### src/rtl/hamming_pkg.sv
// hamming_pkg: shared Hamming(7,4)+parity code layout and decode status for encoder and receiver
package hamming_pkg;
    localparam int P1 = 0;
    localparam int P2 = 1;
    localparam int D0 = 2;
    localparam int P3 = 3;
    localparam int D1 = 4;
    localparam int D2 = 5;
    localparam int D3 = 6;
    localparam int CODE_W = 7;
    localparam int DATA_W = 4;
    typedef enum logic [1:0] {CLEAN = 2'd0, CORR = 2'd1, DERR = 2'd2} status_t;
    function automatic logic [DATA_W-1:0] extract(input logic [CODE_W-1:0] c);
        return {c[D3], c[D2], c[D1], c[D0]};
    endfunction
endpackage

### src/rtl/hamming_secded_rx_if.sv
// hamming_secded_rx_if: input/output valid-ready buses of the SECDED receiver
interface hamming_secded_rx_if;
    import hamming_pkg::*;
    logic              ip_valid;
    logic              op_in_ready;
    logic [CODE_W-1:0] ip_hamm_code;
    logic              ip_parity;
    logic              op_valid;
    logic              ip_out_ready;
    logic [DATA_W-1:0] op_data;
    logic [2:0]        op_syndrome;
    logic              op_corrected;
    logic              op_uncorrectable;
    modport master (output ip_valid, ip_hamm_code, ip_parity, ip_out_ready,
                    input op_in_ready, op_valid, op_data, op_syndrome, op_corrected, op_uncorrectable);
    modport slave (input ip_valid, ip_hamm_code, ip_parity, ip_out_ready,
                   output op_in_ready, op_valid, op_data, op_syndrome, op_corrected, op_uncorrectable);
endinterface

### src/rtl/hamming_syndrome.sv
// hamming_syndrome: syndrome {s3,s2,s1} and overall parity check q of a received word
module hamming_syndrome
    import hamming_pkg::*;
(
    input  logic [CODE_W-1:0] code,
    input  logic              parity,
    output logic [2:0]        syndrome,
    output logic              q
);
    assign syndrome = {code[3] ^ code[4] ^ code[5] ^ code[6],
                       code[1] ^ code[2] ^ code[5] ^ code[6],
                       code[0] ^ code[2] ^ code[4] ^ code[6]};
    assign q = ^{parity, code};
endmodule

### src/rtl/hamming_secded_rx.sv
// hamming_secded_rx: 2-stage SECDED Hamming(7,4) decoder with valid/ready flow control
// Saturating error counters are built only when HAMM_ERR_CNT_EN is defined.
module hamming_secded_rx
    import hamming_pkg::*;
#(
    parameter int CNT_W = 16
) (
    input  logic             ip_clk,
    input  logic             ip_rst,
    hamming_secded_rx_if.slave bus,
    input  logic             ip_cnt_clr,
    output logic [CNT_W-1:0] op_cnt_single,
    output logic [CNT_W-1:0] op_cnt_double
);
    logic              s1_valid;
    logic [CODE_W-1:0] s1_code;
    logic [2:0]        s1_syn;
    logic              s1_q;
    logic [2:0]        syn;
    logic              q;
    logic              s1_en;
    logic              s2_en;
    status_t           status;
    logic [CODE_W-1:0] flip;
    hamming_syndrome u_syn (.code(bus.ip_hamm_code), .parity(bus.ip_parity), .syndrome(syn), .q(q));
    assign s2_en = !bus.op_valid | bus.ip_out_ready;
    assign s1_en = !s1_valid | s2_en;
    assign bus.op_in_ready = s1_en;
    // q=1 means an odd number of flips: correct the code bit named by the syndrome, if any
    always_comb begin
        status = (s1_syn == 3'd0 && !s1_q) ? CLEAN : s1_q ? CORR : DERR;
        flip = (s1_q && s1_syn != 3'd0) ? CODE_W'(1) << (s1_syn - 3'd1) : '0;
    end
    always_ff @(posedge ip_clk or posedge ip_rst) begin
        if (ip_rst) begin
            s1_valid <= 1'b0;
            s1_code <= '0;
            s1_syn <= '0;
            s1_q <= 1'b0;
            bus.op_valid <= 1'b0;
            bus.op_data <= '0;
            bus.op_syndrome <= '0;
            bus.op_corrected <= 1'b0;
            bus.op_uncorrectable <= 1'b0;
        end else begin
            if (s1_en) begin
                s1_valid <= bus.ip_valid;
                if (bus.ip_valid) begin
                    s1_code <= bus.ip_hamm_code;
                    s1_syn <= syn;
                    s1_q <= q;
                end
            end
            if (s2_en) begin
                bus.op_valid <= s1_valid;
                if (s1_valid) begin
                    bus.op_data <= extract(s1_code ^ flip);
                    bus.op_syndrome <= s1_syn;
                    bus.op_corrected <= status == CORR;
                    bus.op_uncorrectable <= status == DERR;
                end
            end
        end
    end
`ifdef HAMM_ERR_CNT_EN
    logic xfer;
    assign xfer = bus.op_valid & bus.ip_out_ready;
    always_ff @(posedge ip_clk or posedge ip_rst) begin
        if (ip_rst) begin
            op_cnt_single <= '0;
            op_cnt_double <= '0;
        end else if (ip_cnt_clr) begin
            op_cnt_single <= '0;
            op_cnt_double <= '0;
        end else if (xfer) begin
            if (bus.op_corrected && !(&op_cnt_single)) op_cnt_single <= op_cnt_single + CNT_W'(1);
            if (bus.op_uncorrectable && !(&op_cnt_double)) op_cnt_double <= op_cnt_double + CNT_W'(1);
        end
    end
`else
    logic cnt_clr_unused;
    assign cnt_clr_unused = ip_cnt_clr;
    assign op_cnt_single = '0;
    assign op_cnt_double = '0;
`endif
endmodule

### src/flat_wrapper.sv
// flat-port wrapper written by rule: the top's interface ports become plain ports
module hamming_secded_rx_flat import hamming_pkg::*;
#(
    parameter int CNT_W = 16
)
  (ip_clk, ip_rst, ip_cnt_clr, op_cnt_single, op_cnt_double, bus_ip_valid, bus_ip_hamm_code, bus_ip_parity, bus_ip_out_ready, bus_op_in_ready, bus_op_valid, bus_op_data, bus_op_syndrome, bus_op_corrected, bus_op_uncorrectable);
  hamming_secded_rx_if bus_i ();
  input  logic ip_clk;
  input  logic ip_rst;
  input  logic ip_cnt_clr;
  output logic [CNT_W-1:0] op_cnt_single;
  output logic [CNT_W-1:0] op_cnt_double;
  input wire logic [$bits(bus_i.ip_valid)-1:0] bus_ip_valid;
  input wire logic [$bits(bus_i.ip_hamm_code)-1:0] bus_ip_hamm_code;
  input wire logic [$bits(bus_i.ip_parity)-1:0] bus_ip_parity;
  input wire logic [$bits(bus_i.ip_out_ready)-1:0] bus_ip_out_ready;
  output wire logic [$bits(bus_i.op_in_ready)-1:0] bus_op_in_ready;
  output wire logic [$bits(bus_i.op_valid)-1:0] bus_op_valid;
  output wire logic [$bits(bus_i.op_data)-1:0] bus_op_data;
  output wire logic [$bits(bus_i.op_syndrome)-1:0] bus_op_syndrome;
  output wire logic [$bits(bus_i.op_corrected)-1:0] bus_op_corrected;
  output wire logic [$bits(bus_i.op_uncorrectable)-1:0] bus_op_uncorrectable;
  assign bus_i.ip_valid = bus_ip_valid;
  assign bus_i.ip_hamm_code = bus_ip_hamm_code;
  assign bus_i.ip_parity = bus_ip_parity;
  assign bus_i.ip_out_ready = bus_ip_out_ready;
  assign bus_op_in_ready = bus_i.op_in_ready;
  assign bus_op_valid = bus_i.op_valid;
  assign bus_op_data = bus_i.op_data;
  assign bus_op_syndrome = bus_i.op_syndrome;
  assign bus_op_corrected = bus_i.op_corrected;
  assign bus_op_uncorrectable = bus_i.op_uncorrectable;
  hamming_secded_rx #(.CNT_W(CNT_W)) u_core (.ip_clk(ip_clk), .ip_rst(ip_rst), .bus(bus_i), .ip_cnt_clr(ip_cnt_clr), .op_cnt_single(op_cnt_single), .op_cnt_double(op_cnt_double));
endmodule
### config.mk
export PLATFORM = sky130hd
export DESIGN_NAME = hamming_secded_rx_flat
export DESIGN_NICKNAME = d
export VERILOG_FILES = /design/src/rtl/hamming_pkg.sv /design/src/rtl/hamming_secded_rx_if.sv /design/src/rtl/hamming_syndrome.sv /design/src/rtl/hamming_secded_rx.sv /design/src/flat_wrapper.sv
export SDC_FILE = /design/constraint.sdc
export NUM_CORES = 1
export LEC_CHECK = 0
export ABC_AREA = 1
export ABC_CLOCK_PERIOD_IN_PS = 1700
export CORE_ASPECT_RATIO = 0.8
export CORE_UTILIZATION = 42
export CTS_BUF_LIST = sky130_fd_sc_hd__clkbuf_16
export DETAILED_ROUTE_END_ITERATION = 10
export HOLD_SLACK_MARGIN = 0.15
export PLACE_DENSITY = 0.8
export SKIP_CTS_REPAIR_TIMING = 1
export SLEW_MARGIN = 25
export SYNTH_ARGS = -nofsm -noshare
export SYNTH_HDL_FRONTEND = slang
export SYNTH_SLANG_ARGS = --single-unit
### constraint.sdc
create_clock -name ip_clk -period 1.7 [get_ports ip_clk]
set_clock_uncertainty 0.2 [all_clocks]
set_input_delay 0.34 -clock ip_clk [delete_from_list [all_inputs] [get_ports ip_clk]]
set_output_delay 0.34 -clock ip_clk [all_outputs]
set_load 0.02 [all_outputs]
==> out/results.txt <==
clock insertion delay at the later pin of the skew report = 0.25 ns
number of global-route vias before repair = 842
CTS tree = done
# diodes = 0
Final Hold Vio Count = 0
area grow syn2layout = 22.2%
post-place instance area = 1500 um2
cell area after layout = 1600 um2
Die H = 51.9 um
CTS Buf Count = 3
Final Max Slew Viols = 0
Non-Filler Instances = 245
final net count = 221
Post-Syn Area = 1310 um2
busiest layer in global routing = met2
largest net degree at the start of global routing = 20
DRC errors left = 0
GR Util All Layers = 13.6%
Placed Cells = 241
PortBufs = 22
area leader, netlist = dfrtp_1
die width = 64.3 um
clk buf depth = 2
Reg power frac = 37.1%
cells after synthesis = 176
RSZ-0062 raised after global routing = no
Finish-stage setup viols = 0
status = complete, no violations
clock-pin slew on the worst setup and hold paths = 0.05 ns
synth unique cells = 22
hpwl dp = 1.72 mm
dominant cells by area after synthesis = dfrtp_1, buf_4, nand2_1
layout cells sized above 1 = 9.66%
gpl congestion = 0.769
NetSw = 0.608 mW
CP endpoint kind = output pin
Seq cells post-synth = 19
core area = 2850 um2
Max VDD drop = 0.362 mV
Final min period = 1.61 ns
H-Tree Depth = 1
Detailed Route Iter0 Violations = 32
Post-synth EDFFs = 0
Power Density = 1100 nW/um2
critical path class = primary input to output pin
Max Cap Viol = 0
Mean Syn Cell Area = 7.41 um2
Vias/cell = 4.17
Tcrit/Tclk final = 94.4%
initial antenna violation count = 0
setup slack after layout = 0.0949 ns
grt ovf = 0
global-route wire length before repair = 3.43 mm
flop-to-flop setup slack = 0.42 ns
P_int = 1.15 mW
GRT met3 Usage = 1.97%
Synth Flop Type = dfrtp_1
Initial Utilization = 45.8%
row count = 17
DR vias = 1021
Comb power frac = 36.2%
clk root buf = clkbuf_16
Sw Share = 34.6%
Clock Power Share = 26.7%
Synth Warn # = 0
fill count = 276
ys async rst share = 100%
GR Util met1 = 16.4%
CP arrival = 1.07 ns
Antenna Violating Nets Remaining = 0
CTS sink cnt = 19
Max Fclk = 0.623 GHz
critical path fanouts, max = 2
Die ar. = 3340 um2
worst min-delay path class = primary input to async pin
Worst Path Required = 1.16 ns
post-synthesis sequential area ratio = 36.4%
area share of the largest cell type after synthesis = 36.4%
WL/cell = 8.65 um
# IOs = 56
GRT met2 Usage = 23.2%
startpoint type of the worst setup path = primary input
worst slack at placement = -0.342 ns
drt total wl = 2.12 mm
total power = 1.76 mW
total leakage power = 0.954 nW
Hold Worst Slack = 0.214 ns
drt first pass iters = 4
area by class of cell:
class	count	area (um2)	share of cell area (%)
Tap cell	38	47.5	2.98
Multi-Input combinational cell	136	622	39.0
Timing Repair Buffer	31	308	19.3
Clock buffer	3	75.1	4.71
Sequential cell	19	475	29.8
Clock inverter	1	3.75	0.235
Inverter	17	63.8	4.00
cells by family (layout without fill, tap and decap cells):
group | Yosys count | after routing | synth area share (%)
xor gates and xnor gates | 10 | 10 | 6.71
and+or+nand+nor | 78 | 78 | 25.0
buffers and inverters | 52 | 52 | 24.8
DFF | 19 | 19 | 36.4
other | 1 | 32 | 0.287
AOI/OAI and AO/OA | 16 | 16 | 6.71
stage by stage:
step / utilization [%] / TNS [ns]
floorplan: - / 0
global placement: 52.5 / -0.427
detailed placement: 52.5 / -0.546
CTS: 55.3 / -0.766
global route: 56.0 / 0
finish: 56.0 / 0
Yosys cell counts (2+ instances only):
library cell and instances:
xor2_1 5, o21ai_1 6, inv_1 15, nand2b_1 2
nor2_1 4, dfrtp_1 19, nand2_1 60, o21ai_0 7
nand3_1 6, nand2_2 2, xnor2_1 5, inv_2 2
buf_4 34
worst paths after layout:
| path | startpoint | endpoint | depth (start not counted) |
|---|---|---|---|
| setup reg to reg | u_core.bus.op_valid$_DFFE_PP0P_ | u_core.s1_code[2]$_DFFE_PP0P_ | 6 |
| setup / recovery | bus_ip_out_ready | bus_op_in_ready | 4 |
| min in group ip_clk | u_core.bus.op_syndrome[2]$_DFFE_PP0P_ | u_core.bus.op_syndrome[2]$_DFFE_PP0P_ | 2 |
| hold / removal | ip_rst | u_core.s1_code[6]$_DFFE_PP0P_ | 3 |
| hold reg to reg | u_core.bus.op_syndrome[2]$_DFFE_PP0P_ | u_core.bus.op_syndrome[2]$_DFFE_PP0P_ | 2 |
| max in group asynchronous | ip_rst | u_core.bus.op_syndrome[1]$_DFFE_PP0P_ | 3 |
per-layer routing:
layer	wire length, um	vias up
li1	-	537
met1	957	445
met2	996	34
met3	117	5
met4	48	0
met5	0	-
registers in the layout (all words and copies together) (netlist names):
name                         flops
u_core.bus.op_data               4
u_core.s1_code                   4
u_core.bus.op_syndrome           3
u_core.s1_syn                    3
u_core.bus.op_corrected          1
u_core.bus.op_uncorrectable      1
u_core.bus.op_valid              1
u_core.s1_q                      1
u_core.s1_valid                  1
worst max-delay path: stages:
cell	delay, ns
clkdlybuf4s50_1	0.45
inv_1	0.05
nand3_2	0.06
clkbuf_2	0.16
cells in the final DEF (no fill, tap or decap), types with 2 or more instances in the layout:
master / synthesis / layout
dfrtp_1: 19 / 19
o21ai_0: 7 / 7
xnor2_1: 5 / 5
inv_1: 15 / 16
nand2_2: 2 / 2
clkbuf_16: 0 / 3
dlymetal6s2s_1: 0 / 10
inv_2: 2 / 2
nor2_1: 4 / 4
xor2_1: 5 / 5
o21ai_1: 6 / 6
nand2b_1: 2 / 2
conb_1: 1 / 32
buf_4: 34 / 9
nand2_1: 60 / 60
clkdlybuf4s50_1: 0 / 11
nand3_1: 6 / 6
power groups by stage:
stage / logic (mW) / registers [mW] / clock network, mW
finish: 0.635 / 0.652 / 0.470
global route: 0.700 / 0.668 / 0.498
CTS: 0.659 / 0.657 / 0.479
detailed placement: 0.657 / 0.664 / 0
global placement: 0.647 / 0.654 / 0
floorplan: 0.355 / 0.749 / 0
No activity file was read; power rests on OpenSTA's default activity.
